===== src/rtl/lcd_wb_sram_loader.sv =====
// Wishbone initiator that drains an 8-bit byte stream through a small FIFO into
// the LCD controller SRAM window, one single write cycle per byte at incrementing addresses.
module lcd_wb_sram_loader #(
    parameter int ADDRWIDTH   = 11,
    parameter int FIFO_DEPTH  = 4,
    parameter int ACK_TIMEOUT = 15
) (
    input  logic                 WBs_CLK_i,
    input  logic                 WBs_RSTn_i,
    input  logic                 Start_i,
    input  logic [ADDRWIDTH-1:0] Start_Adr_i,
    input  logic [ADDRWIDTH:0]   Byte_Cnt_i,
    input  logic                 Abort_i,
    input  logic [7:0]           Strm_DAT_i,
    input  logic                 Strm_VLD_i,
    output logic                 Strm_RDY_o,
    output logic                 Busy_o,
    output logic                 Done_o,
    output logic                 Err_o,
    output logic [ADDRWIDTH-1:0] WBm_ADR_o,
    output logic                 WBm_CYC_o,
    output logic                 WBm_STB_o,
    output logic                 WBm_WE_o,
    output logic [3:0]           WBm_BYTE_STB_o,
    output logic [31:0]          WBm_DAT_o,
    input  logic                 WBm_ACK_i
);
    localparam int PW = $clog2(FIFO_DEPTH);
    localparam int TW = $clog2(ACK_TIMEOUT + 1);

    typedef enum logic [2:0] {IDLE, RUN, BUS, GAP, FLUSH} state_t;

    state_t               state_reg;
    logic [ADDRWIDTH-1:0] addr_reg;
    logic [ADDRWIDTH:0]   remaining_reg;
    logic [ADDRWIDTH:0]   accepted_reg;
    logic [ADDRWIDTH:0]   byte_cnt_reg;
    logic [7:0]           mem [FIFO_DEPTH];
    logic [PW:0]          wr_ptr_reg;
    logic [PW:0]          rd_ptr_reg;
    logic [TW-1:0]        tmo_reg;
    logic                 abort_pend_reg;
    logic                 busy_reg;
    logic                 done_reg;
    logic                 err_reg;
    logic                 cyc_reg;
    logic                 stb_reg;
    logic                 we_reg;
    logic [3:0]           byte_stb_reg;
    logic [ADDRWIDTH-1:0] adr_reg;
    logic [31:0]          dat_reg;

    logic fifo_empty;
    logic fifo_full;
    logic stop_req;
    logic rdy;
    logic push;

    // Extra pointer bit distinguishes full from empty when the index bits match.
    assign fifo_empty = (wr_ptr_reg == rd_ptr_reg);
    assign fifo_full  = (wr_ptr_reg[PW-1:0] == rd_ptr_reg[PW-1:0]) &&
                        (wr_ptr_reg[PW] != rd_ptr_reg[PW]);
    assign stop_req   = abort_pend_reg | Abort_i;
    assign rdy        = busy_reg && (state_reg != FLUSH) && !fifo_full &&
                        (accepted_reg < byte_cnt_reg) && !abort_pend_reg;
    assign push       = Strm_VLD_i && rdy;

    always_ff @(posedge WBs_CLK_i) begin
        if (push) begin
            mem[wr_ptr_reg[PW-1:0]] <= Strm_DAT_i;
        end
    end

    always_ff @(posedge WBs_CLK_i or negedge WBs_RSTn_i) begin
        if (!WBs_RSTn_i) begin
            state_reg      <= IDLE;
            addr_reg       <= '0;
            remaining_reg  <= '0;
            accepted_reg   <= '0;
            byte_cnt_reg   <= '0;
            wr_ptr_reg     <= '0;
            rd_ptr_reg     <= '0;
            tmo_reg        <= '0;
            abort_pend_reg <= 1'b0;
            busy_reg       <= 1'b0;
            done_reg       <= 1'b0;
            err_reg        <= 1'b0;
            cyc_reg        <= 1'b0;
            stb_reg        <= 1'b0;
            we_reg         <= 1'b0;
            byte_stb_reg   <= '0;
            adr_reg        <= '0;
            dat_reg        <= '0;
        end else begin
            done_reg <= 1'b0;
            if (push) begin
                wr_ptr_reg   <= wr_ptr_reg + 1'b1;
                accepted_reg <= accepted_reg + 1'b1;
            end
            if (busy_reg && Abort_i) begin
                abort_pend_reg <= 1'b1;
            end

            case (state_reg)
                IDLE: begin
                    if (Start_i) begin
                        err_reg        <= 1'b0;
                        abort_pend_reg <= 1'b0;
                        if (Byte_Cnt_i != '0) begin
                            addr_reg      <= Start_Adr_i;
                            remaining_reg <= Byte_Cnt_i;
                            byte_cnt_reg  <= Byte_Cnt_i;
                            accepted_reg  <= '0;
                            busy_reg      <= 1'b1;
                            state_reg     <= RUN;
                        end else begin
                            done_reg <= 1'b1;
                        end
                    end
                end
                RUN: begin
                    // Abort is honoured only at a transaction boundary, i.e. here.
                    if (stop_req) begin
                        state_reg <= FLUSH;
                    end else if (!fifo_empty) begin
                        rd_ptr_reg   <= rd_ptr_reg + 1'b1;
                        adr_reg      <= addr_reg;
                        dat_reg      <= {24'h0, mem[rd_ptr_reg[PW-1:0]]};
                        byte_stb_reg <= 4'b0001;
                        cyc_reg      <= 1'b1;
                        stb_reg      <= 1'b1;
                        we_reg       <= 1'b1;
                        tmo_reg      <= '0;
                        state_reg    <= BUS;
                    end
                end
                BUS: begin
                    // ACK is checked first so an ACK on the limit cycle still succeeds.
                    if (WBm_ACK_i) begin
                        cyc_reg       <= 1'b0;
                        stb_reg       <= 1'b0;
                        we_reg        <= 1'b0;
                        byte_stb_reg  <= '0;
                        addr_reg      <= addr_reg + 1'b1;
                        remaining_reg <= remaining_reg - 1'b1;
                        state_reg     <= stop_req ? FLUSH : GAP;
                    end else if (tmo_reg == TW'(ACK_TIMEOUT - 1)) begin
                        cyc_reg      <= 1'b0;
                        stb_reg      <= 1'b0;
                        we_reg       <= 1'b0;
                        byte_stb_reg <= '0;
                        err_reg      <= 1'b1;
                        state_reg    <= FLUSH;
                    end else begin
                        tmo_reg <= tmo_reg + 1'b1;
                    end
                end
                GAP: begin
                    if (remaining_reg == '0) begin
                        done_reg  <= 1'b1;
                        busy_reg  <= 1'b0;
                        state_reg <= IDLE;
                    end else begin
                        state_reg <= RUN;
                    end
                end
                FLUSH: begin
                    wr_ptr_reg     <= '0;
                    rd_ptr_reg     <= '0;
                    busy_reg       <= 1'b0;
                    abort_pend_reg <= 1'b0;
                    state_reg      <= IDLE;
                end
                default: state_reg <= IDLE;
            endcase
        end
    end

    assign Strm_RDY_o     = rdy;
    assign Busy_o         = busy_reg;
    assign Done_o         = done_reg;
    assign Err_o          = err_reg;
    assign WBm_ADR_o      = adr_reg;
    assign WBm_CYC_o      = cyc_reg;
    assign WBm_STB_o      = stb_reg;
    assign WBm_WE_o       = we_reg;
    assign WBm_BYTE_STB_o = byte_stb_reg;
    assign WBm_DAT_o      = dat_reg;
endmodule


===== config.mk =====
export PLATFORM = sky130hd
export DESIGN_NAME = lcd_wb_sram_loader
export DESIGN_NICKNAME = d
export VERILOG_FILES = /design/src/rtl/lcd_wb_sram_loader.sv
export SDC_FILE = /design/constraint.sdc
export NUM_CORES = 1
export LEC_CHECK = 0
export ABC_CLOCK_PERIOD_IN_PS = 2200
export BUFFER_PORTS_ARGS = -buffer_cell sky130_fd_sc_hd__buf_4
export CORE_UTILIZATION = 40
export DETAILED_ROUTE_END_ITERATION = 16
export SYNTH_ARGS = -nofsm -noshare
export SYNTH_HDL_FRONTEND = slang
export SYNTH_SLANG_ARGS = --single-unit

===== constraint.sdc =====
create_clock -name WBs_CLK_i -period 2.2 [get_ports WBs_CLK_i]
set_input_delay 0.33 -clock WBs_CLK_i [delete_from_list [all_inputs] [get_ports WBs_CLK_i]]
set_output_delay 0.33 -clock WBs_CLK_i [all_outputs]
set_load 0.1 [all_outputs]

==> run metrics, run 1 <==
commonest non-fill, non-tap cells in the layout 105 x nand2_1, 98 x buf_4, 82 x dfrtp_1; fill count 1,209; first-pass GRT wire length about 21,000 um; max-slew violation count 0; Synth Cell Area roughly 0.0059 mm^2; Peak supply drop between 0.6 and 0.7 mV; Chip Width 123 um; Worst Slack Setup Final -0.0838 ns; flops & latches, synth 116; GRT Resource Usage Total 0.186; failing checks negative setup slack; pwr dens about 1500 mW/mm^2; Initial Util 0.417; CTS tree built; post-synthesis compound-gate area fraction 0.140; Max Cap Viol 0; worst-path cell chain ha_1 -> a211o_1 -> o211ai_1 -> o311a_4 -> o21a_4 -> buf_12; R2R setup slack -0.03 ns; Power, Total 11.3 mW; clk slew on worst S/H paths 0.06 ns; Synth Area in Adders 0.0447; pre-CTS setup slack -0.0271 ns; Rows 43; Syn. warnings 0; Hold WC Path Type input pin to flop; commonest non-fill, non-tap cell in the layout nand2_1; Post-synth EDFFs 32; total congestion overflow 0; worst hold slack about 0.11 ns; CTS buffer count 17; Pre-antenna DRT Iters 4; diode count 0; Async S/R FF share, synth 0.724; Max Freq 0.438 GHz; register area share after synthesis 0.521; max reg flops 32; Worst EP arrival 1.95 ns; CORE AREA 0.0141 mm^2; DR vias/cell 5.14; unique cell type count in the Yosys netlist 56; Worst setup SP type flop; Final Instance Area between 0.007 and 0.008 mm^2; DRT iter0 DRCs 229; dominant synthesized flop cell dfrtp_1; DR WL/cell 15.0 um; WL final 13,200 um; Hold Violations, Final 0; mux contribution to synthesized area 0.0324; die area 0.0152 mm^2; Post-Synth Simple-Gate Area 0.176; largest family of logic cells by synthesized area simple AND/OR/NAND/NOR gates; Non-Filler Instances 878; Top delay family on crit path compound AO/OA/AOI/OAI gates; port bufs 63; Sequential Area roughly 0.0031 mm^2; skew final ~0.0074 ns; Worst-Skew Late Latency 0.42 ns; dpl cells 836; placed instance area 0.00665 mm^2; setup violators final 3; WP buf/inv 1; clk root buf clkbuf_16; CP required 1.87 ns; max incr delay on CP 0.40 ns; setup_tns -0.135 ns; vias in the first global route about 4,400; post-synthesis xor/xnor area fraction 0.0104; Clock Sinks 116; Crit Path Category flop to output port; status finished with violations; Slew HR 0.619; initial antenna violation count 0; Mapped Avg Cell Area 9.96 um^2; # IOs 91; DP Wirelength 8930 um; slowest stage cell, crit path dfrtp_1; worst-margin pin slew 0.572 ns; Syn Inst Count slightly below 600; area of the multi-input gates 0.00267 mm^2; Crit. End Element output port; Area Overhead vs Synth 27.4%; H-tree depth 4; NumNets Final 743; routability-driven placement congestion ratio 0.769; layout cells sized above 1 0.274; chip height around 120 um; period utilization 1.04; DRC viols 0; Vias 4,515; Longest Clk Path Bufs 2; RSZ-0062 raised after global routing true; Leakage about 3.3 nW; largest net degree at the start of global routing 42; Util after Layout 0.531; post-route ant nets 0; Final Critical Period 2.28 ns; CP Max Fanout 2
-- worst register-to-register path: cells and delay by family, from the launching register on --
kind            cells  cell delay, ns
flops               1            0.40
fa+ha+maj           1            0.21
simple gates        1            0.55
buf+inv             1            0.13
compound gates      5            0.88
-- Yosys cell counts (2+ instances only) --
library cell	number	area (um^2)
nor2_1	32	120
o21a_1	3	22.5
ha_1	21	263
inv_1	22	82.6
dfrtp_1	84	2100
a211oi_1	4	30.0
a31oi_1	5	31.3
a21o_1	2	15.0
or2_2	3	18.8
buf_2	9	45.0
o31ai_1	5	37.5
nor4b_1	2	17.5
nor4_1	3	18.8
nor2b_1	6	37.5
xor2_1	6	52.6
buf_4	32	240
or4_1	6	45.0
nor3_1	13	65.1
and3_1	7	43.8
nand2_1	105	394
nand2b_1	2	12.5
nand4_1	7	43.8
a22oi_1	2	15.0
nand3_1	16	80.1
or4b_1	2	20.0
a22o_1	2	17.5
clkbuf_1	16	60.1
edfxtp_1	32	961
mux4_2	8	180
or3_1	6	37.5
a21oi_1	47	235
o22ai_1	7	43.8
o21ai_0	50	250
-- routing by layer --
metal | track usage | vias to the layer above | wire length, um
met4 | 0.0587 | 0 | 133
li1 | - | 2240 | -
met3 | 0.0581 | 14 | 582
met5 | 0 | - | 0
met2 | 0.295 | 91 | 6390
met1 | 0.241 | 2170 | 6100
-- path summary, 6_finish.rpt --
kind | from | end | cells after the start
min | Strm_DAT_i[0] | mem[1][0] | 1
max | accepted_reg[8] | Strm_RDY_o | 6
min in group asynchronous | WBs_RSTn_i | remaining_reg[10] | 2
max in group asynchronous | WBs_RSTn_i | state_reg[2] | 3
min reg2reg | WBm_ADR_o[5] | WBm_ADR_o[5] | 2
max reg2reg | accepted_reg[8] | accepted_reg[7] | 8
-- what timing repair did --
item | in CTS | in global routing
setup endpoints to repair | 7 | 54
pin swaps | 4 | 9
setup buffers | 4 | 4
hold endpoints to repair | 39 | 0
gates resized for setup | 8 | 32
hold buffers | 1 | 0
cloned | 0 | 2
-- cells by family after synthesis --
group,Yosys count
AND/OR/NAND/NOR,218
AO/OA/AOI/OAI,138
flip-flops,116
buffers and inverters,80
adder cells (fa/ha/maj),21
multiplexers,9
XOR/XNOR,7
other,1
-- power by group --
part / internal (mW) / leakage, nW / switching (mW)
Clock: 1.67 / 0.266 / 1.02
Sequential: 2.90 / 1.35 / 0.522
Combinational: 1.59 / 1.65 / 3.55
-- area by class of cell --
| cell class | instances | share of cell area |
|---|---|---|
| Clock buffer | 17 | 0.0568 |
| Clock inverter | 15 | 0.0211 |
| Inverter | 22 | 0.0110 |
| Multi-Input combinational cell | 422 | 0.357 |
| Sequential cell | 116 | 0.409 |
| Tap cell | 180 | 0.0301 |
| Timing Repair Buffer | 106 | 0.115 |
Note: power is estimated with default switching activity, not from simulation.
==> run 2: changes to the inputs <==
==> constraint.sdc (replaced) <==
create_clock -name WBs_CLK_i -period 2.2 [get_ports WBs_CLK_i]
set_input_delay 0.22 -clock WBs_CLK_i [delete_from_list [all_inputs] [get_ports WBs_CLK_i]]
set_output_delay 0.22 -clock WBs_CLK_i [all_outputs]
set_load 0.1 [all_outputs]
==> run 2 against run 1 <==
  * The run still ends with negative setup slack left
  * Critical path type is now flop to flop
  * Core utilization shrank 0.071 points
  * Non-clock buffer count grew 7
  * Sequential cell count stayed put
  * Clock skew down 0.0014 ns
  * Critical path depth up 2
  * Register-to-register slack about the same
  * Total power fell by 0.25%
  * First-iteration DRC count did not move
  * Wire length is 1.7% lower
==> run metrics, run 2 (same netlist as run 1, synthesis figures left out) <==
Pre-antenna DRT Iters 4; largest net degree at the start of global routing 42; diode count 0; CORE AREA 0.0141 mm^2; status finished with violations; met2 Use GR 0.309; Area Overhead vs Synth 27.2%; Longest Clk Path Bufs 2; met1 Use GR 0.240; Worst setup SP type flop; commonest non-fill, non-tap cells in the layout 105 x nand2_1, 99 x buf_4, 83 x dfrtp_1; CTS buffer count 17; H-tree depth 4; skew final between 0.005 and 0.006 ns; total congestion overflow 0; min-delay src Byte_Cnt_i[7]; CTS tree built; DP Wirelength 9110 um; GR peak layer met2; Rows 43; Non-Filler Instances 884; DR vias/cell around 5.2; Hold Violations, Final 0; CP required 2.54 ns; Max Freq 0.451 GHz; WL final 13,000 um; Final Critical Period 2.22 ns; chip height 123 um; Final Instance Area 0.00748 mm^2; placed instance area roughly 0.0066 mm^2; clk root buf clkbuf_16; Hold WC Path Type input pin to flop; Power, Total between 10 and 15 mW; DR WL/cell roughly 15 um; Reg-to-Reg Start accepted_reg[7]; period utilization 1.01; post-route ant nets 0; clk slew on worst S/H paths 0.06 ns; routability-driven placement congestion ratio between 0.7 and 0.8; Leakage between 3 and 4 nW; failing checks negative setup slack; Peak supply drop 0.613 mV; Critical path origin accepted_reg[7]; RSZ-0062 raised after global routing true; Initial Util 0.417; # IOs 91; first-pass GRT wire length 21,700 um; max-slew violation count 0; fill count 1,246; met3 Usage GRT 0.0466; DRC viols 0; dpl cells 834; port bufs 63; DRT iter0 DRCs 229; Clock Sinks 116; Vias 4,558; GRT Resource Usage Total 0.188; Crit Path Category flop to flop; layout cells sized above 1 0.254; setup violators final 1; commonest non-fill, non-tap cell in the layout nand2_1; worst-margin pin slew 0.944 ns; Worst Slack Setup Final -0.0172 ns; Slew HR 0.371; Worst-Skew Late Latency around 0.42 ns; Chip Width 123 um; CP Max Fanout 7; max reg flops 32; initial antenna violation count 0; die area 0.0152 mm^2; Max Cap Viol 0; NumNets Final between 700 and 800; vias in the first global route 4,540; Worst EP arrival approximately 2.6 ns; Crit. End Element flop; pwr dens 1500 mW/mm^2
==> run 2: final cells by class <==
| type | count | area (um^2) | area share |
|---|---|---|---|
| Clock buffer | 17 | 425 | 0.0569 |
| Tap cell | 180 | 225 | 0.0301 |
| Sequential cell | 116 | 3060 | 0.410 |
| Clock inverter | 15 | 144 | 0.0192 |
| Timing Repair Buffer | 113 | 925 | 0.124 |
| Inverter | 22 | 82.6 | 0.0110 |
| Multi-Input combinational cell | 421 | 2610 | 0.349 |
==> run 2: what timing repair did <==
action	4_1_cts	5_1_grt
setup buffers	6	2
cloned	1	0
pin swaps	9	6
endpoints found under the setup margin	8	51
gates resized for setup	7	19
hold buffers	9	0
endpoints found under the hold margin	68	0
==> run 2: routing by layer <==
layer / vias to the layer above / wire length [um]
li1: 2240 / -
met1: 2202 / 5830
met2: 102 / 6410
met3: 14 / 553
met4: 0 / 184
met5: - / 0
==> run 2: final timing paths <==
| path | to | slack, ns | cells after the start |
|---|---|---|---|
| setup / recovery | accepted_reg[8] | -0.02 | 8 |
| hold / removal | byte_cnt_reg[7] | 0.04 | 3 |
| setup reg to reg | accepted_reg[8] | -0.02 | 8 |
| hold reg to reg | WBm_ADR_o[8] | 0.48 | 2 |
| max in group asynchronous | WBm_ADR_o[7] | 1.11 | 4 |
| min in group asynchronous | remaining_reg[1] | 0.32 | 2 |
==> run 2: power by group <==
part / internal [mW] / switching, mW / total [mW] / leakage [nW]
Combinational: 1.60 / 3.55 / 5.15 / 1.66
Clock: 1.58 / 1.07 / 2.65 / 0.275
Sequential: 2.90 / 0.517 / 3.42 / 1.35
Total: 6.08 / 5.14 / 11.2 / 3.28
==> run 2: through the flow <==
step | hold slack (ns) | TNS, ns | util | setup WS [ns]
after detailed placement | 0.228 | -0.0998 | 0.471 | -0.0308
final | 0.0444 | -0.0172 | 0.530 | -0.0172
after CTS | 0.0265 | -0.0383 | 0.525 | -0.0306
after floorplan | -0.0756 | 0 | - | 0.00641
after global routing | 0.0454 | -0.879 | 0.530 | -0.125
after global placement | 0.221 | 0 | 0.471 | 0.0325
==> run 2: critical path, cell delays in order (launching register included) <==
cell      delay, ns
dfrtp_1        0.43
ha_1           0.33
a21oi_1        0.11
o21ai_0        0.11
a21oi_2        0.18
buf_4          0.16
o211ai_4       0.11
or4_4          0.56
a21oi_2        0.15
==> run 3: changes to the inputs <==
--- a/config.mk
+++ b/config.mk
@@ -5,6 +5,7 @@
 export SDC_FILE = /design/constraint.sdc
 export NUM_CORES = 1
 export LEC_CHECK = 0
+export ABC_AREA = 1
 export ABC_CLOCK_PERIOD_IN_PS = 2200
 export BUFFER_PORTS_ARGS = -buffer_cell sky130_fd_sc_hd__buf_4
 export CORE_UTILIZATION = 40
==> run 3 against run 2 <==
  * The run now ends clean
  * Register-to-register slack gained 0.21 ns
  * Sequential power is essentially flat
  * Synthesized cell count grew 19%
  * Hold slack lost 0.022 ns
  * Non-clock buffer count shrank 16
  * Cell area grew 0.57%
  * Core utilization shrank 2.1 points
  * Critical path type is now flop to output port
  * Largest cell class unchanged
==> run metrics, run 3 <==
hold path cells 1; Power, Total approximately 12 mW; Crit Path Category flop to output port; Vias 4,865; clk root buf clkbuf_16; RR Endpoint mem[0][0]; first-pass GRT wire length 23,400 um; worst hold slack 0.0229 ns; status finished, final reports clean; max reg flops 32; Peak supply drop 1.07 mV; DRT iter0 DRCs between 200 and 300; Worst setup SP type flop; Yosys top cell area share 0.341; Mapped Avg Cell Area between 8 and 9 um^2; DR vias/cell 4.92; initial antenna violation count 0; skew final 0.00633 ns; Initial Util 0.417; CP Max Fanout 2; WL final 13,900 um; diode count 0; count leader, synth nand2_1; dominant synthesized flop cell dfrtp_1; CTS tree built; worst-margin pin slew about 0.53 ns; commonest non-fill, non-tap cell in the layout nand2_1; DP Wirelength 9660 um; CORE AREA 0.0148 mm^2; min-delay src Strm_DAT_i[6]; Longest Clk Path Bufs 2; Worst-Skew Late Latency 0.41 ns; Max Cap Viol 0; Syn. warnings 0; period utilization 0.999; post-route ant nets 0; DRC viols 0; H-tree depth 4; Pre-antenna DRT Iters 5; port bufs 63; chip height 126 um; register area share after synthesis 0.498; Post-synth top cells 132 x nand2_1, 84 x dfrtp_1, 84 x inv_1; Async S/R FF share, synth 0.724; R2R setup slack 0.19 ns; Area Overhead vs Synth 22.2%; reg2reg path depth 11; Post-synth EDFFs 32; routability-driven placement congestion ratio 0.859; Syn Inst Count 703; vias in the first global route about 4,800; clk slew on worst S/H paths 0.06 ns; commonest non-fill, non-tap cells in the layout 129 x nand2_1, 87 x buf_4, 83 x dfrtp_1; CTS buffer count 17; GRT Resource Usage Total 0.187; Clock Sinks 116; Rows 44; Leakage 3.51 nW; Worst EP arrival between 1.5 and 2 ns; Reg-to-Reg Start byte_cnt_reg[9]; Max Freq 0.455 GHz; unique cell type count in the Yosys netlist 40; Crit. End Element output port; Synth area leaders dfrtp_1 34%, edfxtp_1 16%, nand2_1 8.0%, o21ai_0 5.6%, inv_1 5.1%; max-slew violation count 0; largest net degree at the start of global routing 39; Yosys top cell by area dfrtp_1; Synth Cell Area roughly 0.0062 mm^2; Hold WC Path Type input pin to flop; pwr dens 1560 mW/mm^2; total congestion overflow 0; Slew HR 0.644; hold endpoint mem[2][6]; setup violators final 0; Chip Width around 130 um; DR WL/cell 14.0 um; die area around 0.016 mm^2; CP required 1.98 ns; Final Critical Period 2.20 ns; # IOs 91; Hold Violations, Final 0; NumNets Final 849; flops & latches, synth 116; layout cells sized above 1 0.200; RSZ-0062 raised after global routing true
run 3: cell count changes in the layout (fill, tap and decap cells not counted), moves of 9 or more:
cell and change:
inv_1 +63, o21ai_0 +23, buf_4 -12, nand2_1 +24, nand4_1 +9, a21oi_1 -16
nor2_1 +31, o21ai_1 +11
run 3: worst max-delay path by stage:
stage,start,end,slack (ns),cells past startpoint
6_report,byte_cnt_reg[9],Strm_RDY_o,0.001,11
4_1_cts,accepted_reg[9],Strm_RDY_o,-0.04,10
2_1_floorplan,accepted_reg[5],mem[0][0],-0.02,9
3_3_place_gp,accepted_reg[5],mem[3][3],0.13,9
5_1_grt,byte_cnt_reg[9],Strm_RDY_o,-0.12,11
3_5_place_dp,accepted_reg[5],mem[0][3],0.11,9
run 3: final cells by class:
cell class | count | area [um^2]
Inverter | 93 | 349
Sequential cell | 116 | 3070
Multi-Input combinational cell | 466 | 2520
Fill cell | 1373 | 7230
Tap cell | 184 | 230
Timing Repair Buffer | 97 | 773
Clock buffer | 19 | 453
Clock inverter | 13 | 123
run 3: what timing repair did:
action                     4_1_cts  5_1_grt
hold buffers                     8        0
pin swaps                        1        4
gates resized for setup          7        5
hold endpoints to repair        63        0
setup buffers                    5        1
setup endpoints to repair        1       22
run 3: cells by family (layout without fill, tap and decap cells):
logic type,after synthesis,after routing,share of synthesized area
buffers and inverters,147,222,0.115
xor gates and xnor gates,15,15,0.0213
other,1,27,0.000609
and+or+nand+nor,256,256,0.178
AOI/OAI and AO/OA,137,137,0.122
adders and majority gates,21,21,0.0427
muxes,10,10,0.0230
DFF,116,116,0.498
run 3: layer usage:
layer / vias to the layer above / part of all wire / track usage
li1: 2442 / - / -
met1: 2307 / 0.47 / 0.240
met2: 103 / 0.48 / 0.301
met3: 13 / 0.043 / 0.0514
met4: 0 / 0.013 / 0.0716
met5: - / 0 / 0
run 3: worst max-delay path: stages (launching register included):
cell      delay [ns]
dfrtp_1         0.39
inv_2           0.08
ha_4            0.20
nand2_2         0.04
inv_1           0.03
o21bai_1        0.12
nand4_1         0.12
nor2_2          0.14
buf_4           0.14
nand2_2         0.06
inv_2           0.07
buf_12          0.16
run 3: metrics by stage:
step / instances / worst slack [ns] / utilization / instance area (um^2) / TNS (ns)
after floorplan: 729 / -0.0154 / - / 6260 / -0.491
after global placement: 942 / 0.134 / 0.459 / 6770 / 0
after detailed placement: 942 / 0.107 / 0.459 / 6770 / 0
after CTS: 987 / -0.0429 / 0.507 / 7480 / -0.0429
after global routing: 988 / -0.117 / 0.510 / 7520 / -0.117
final: 988 / 0.00144 / 0.510 / 7520 / 0
run 3: where the power goes:
group          internal [mW]  switching, mW
Sequential              2.92          0.509
Combinational           1.62           3.98
Clock                   1.63           1.06
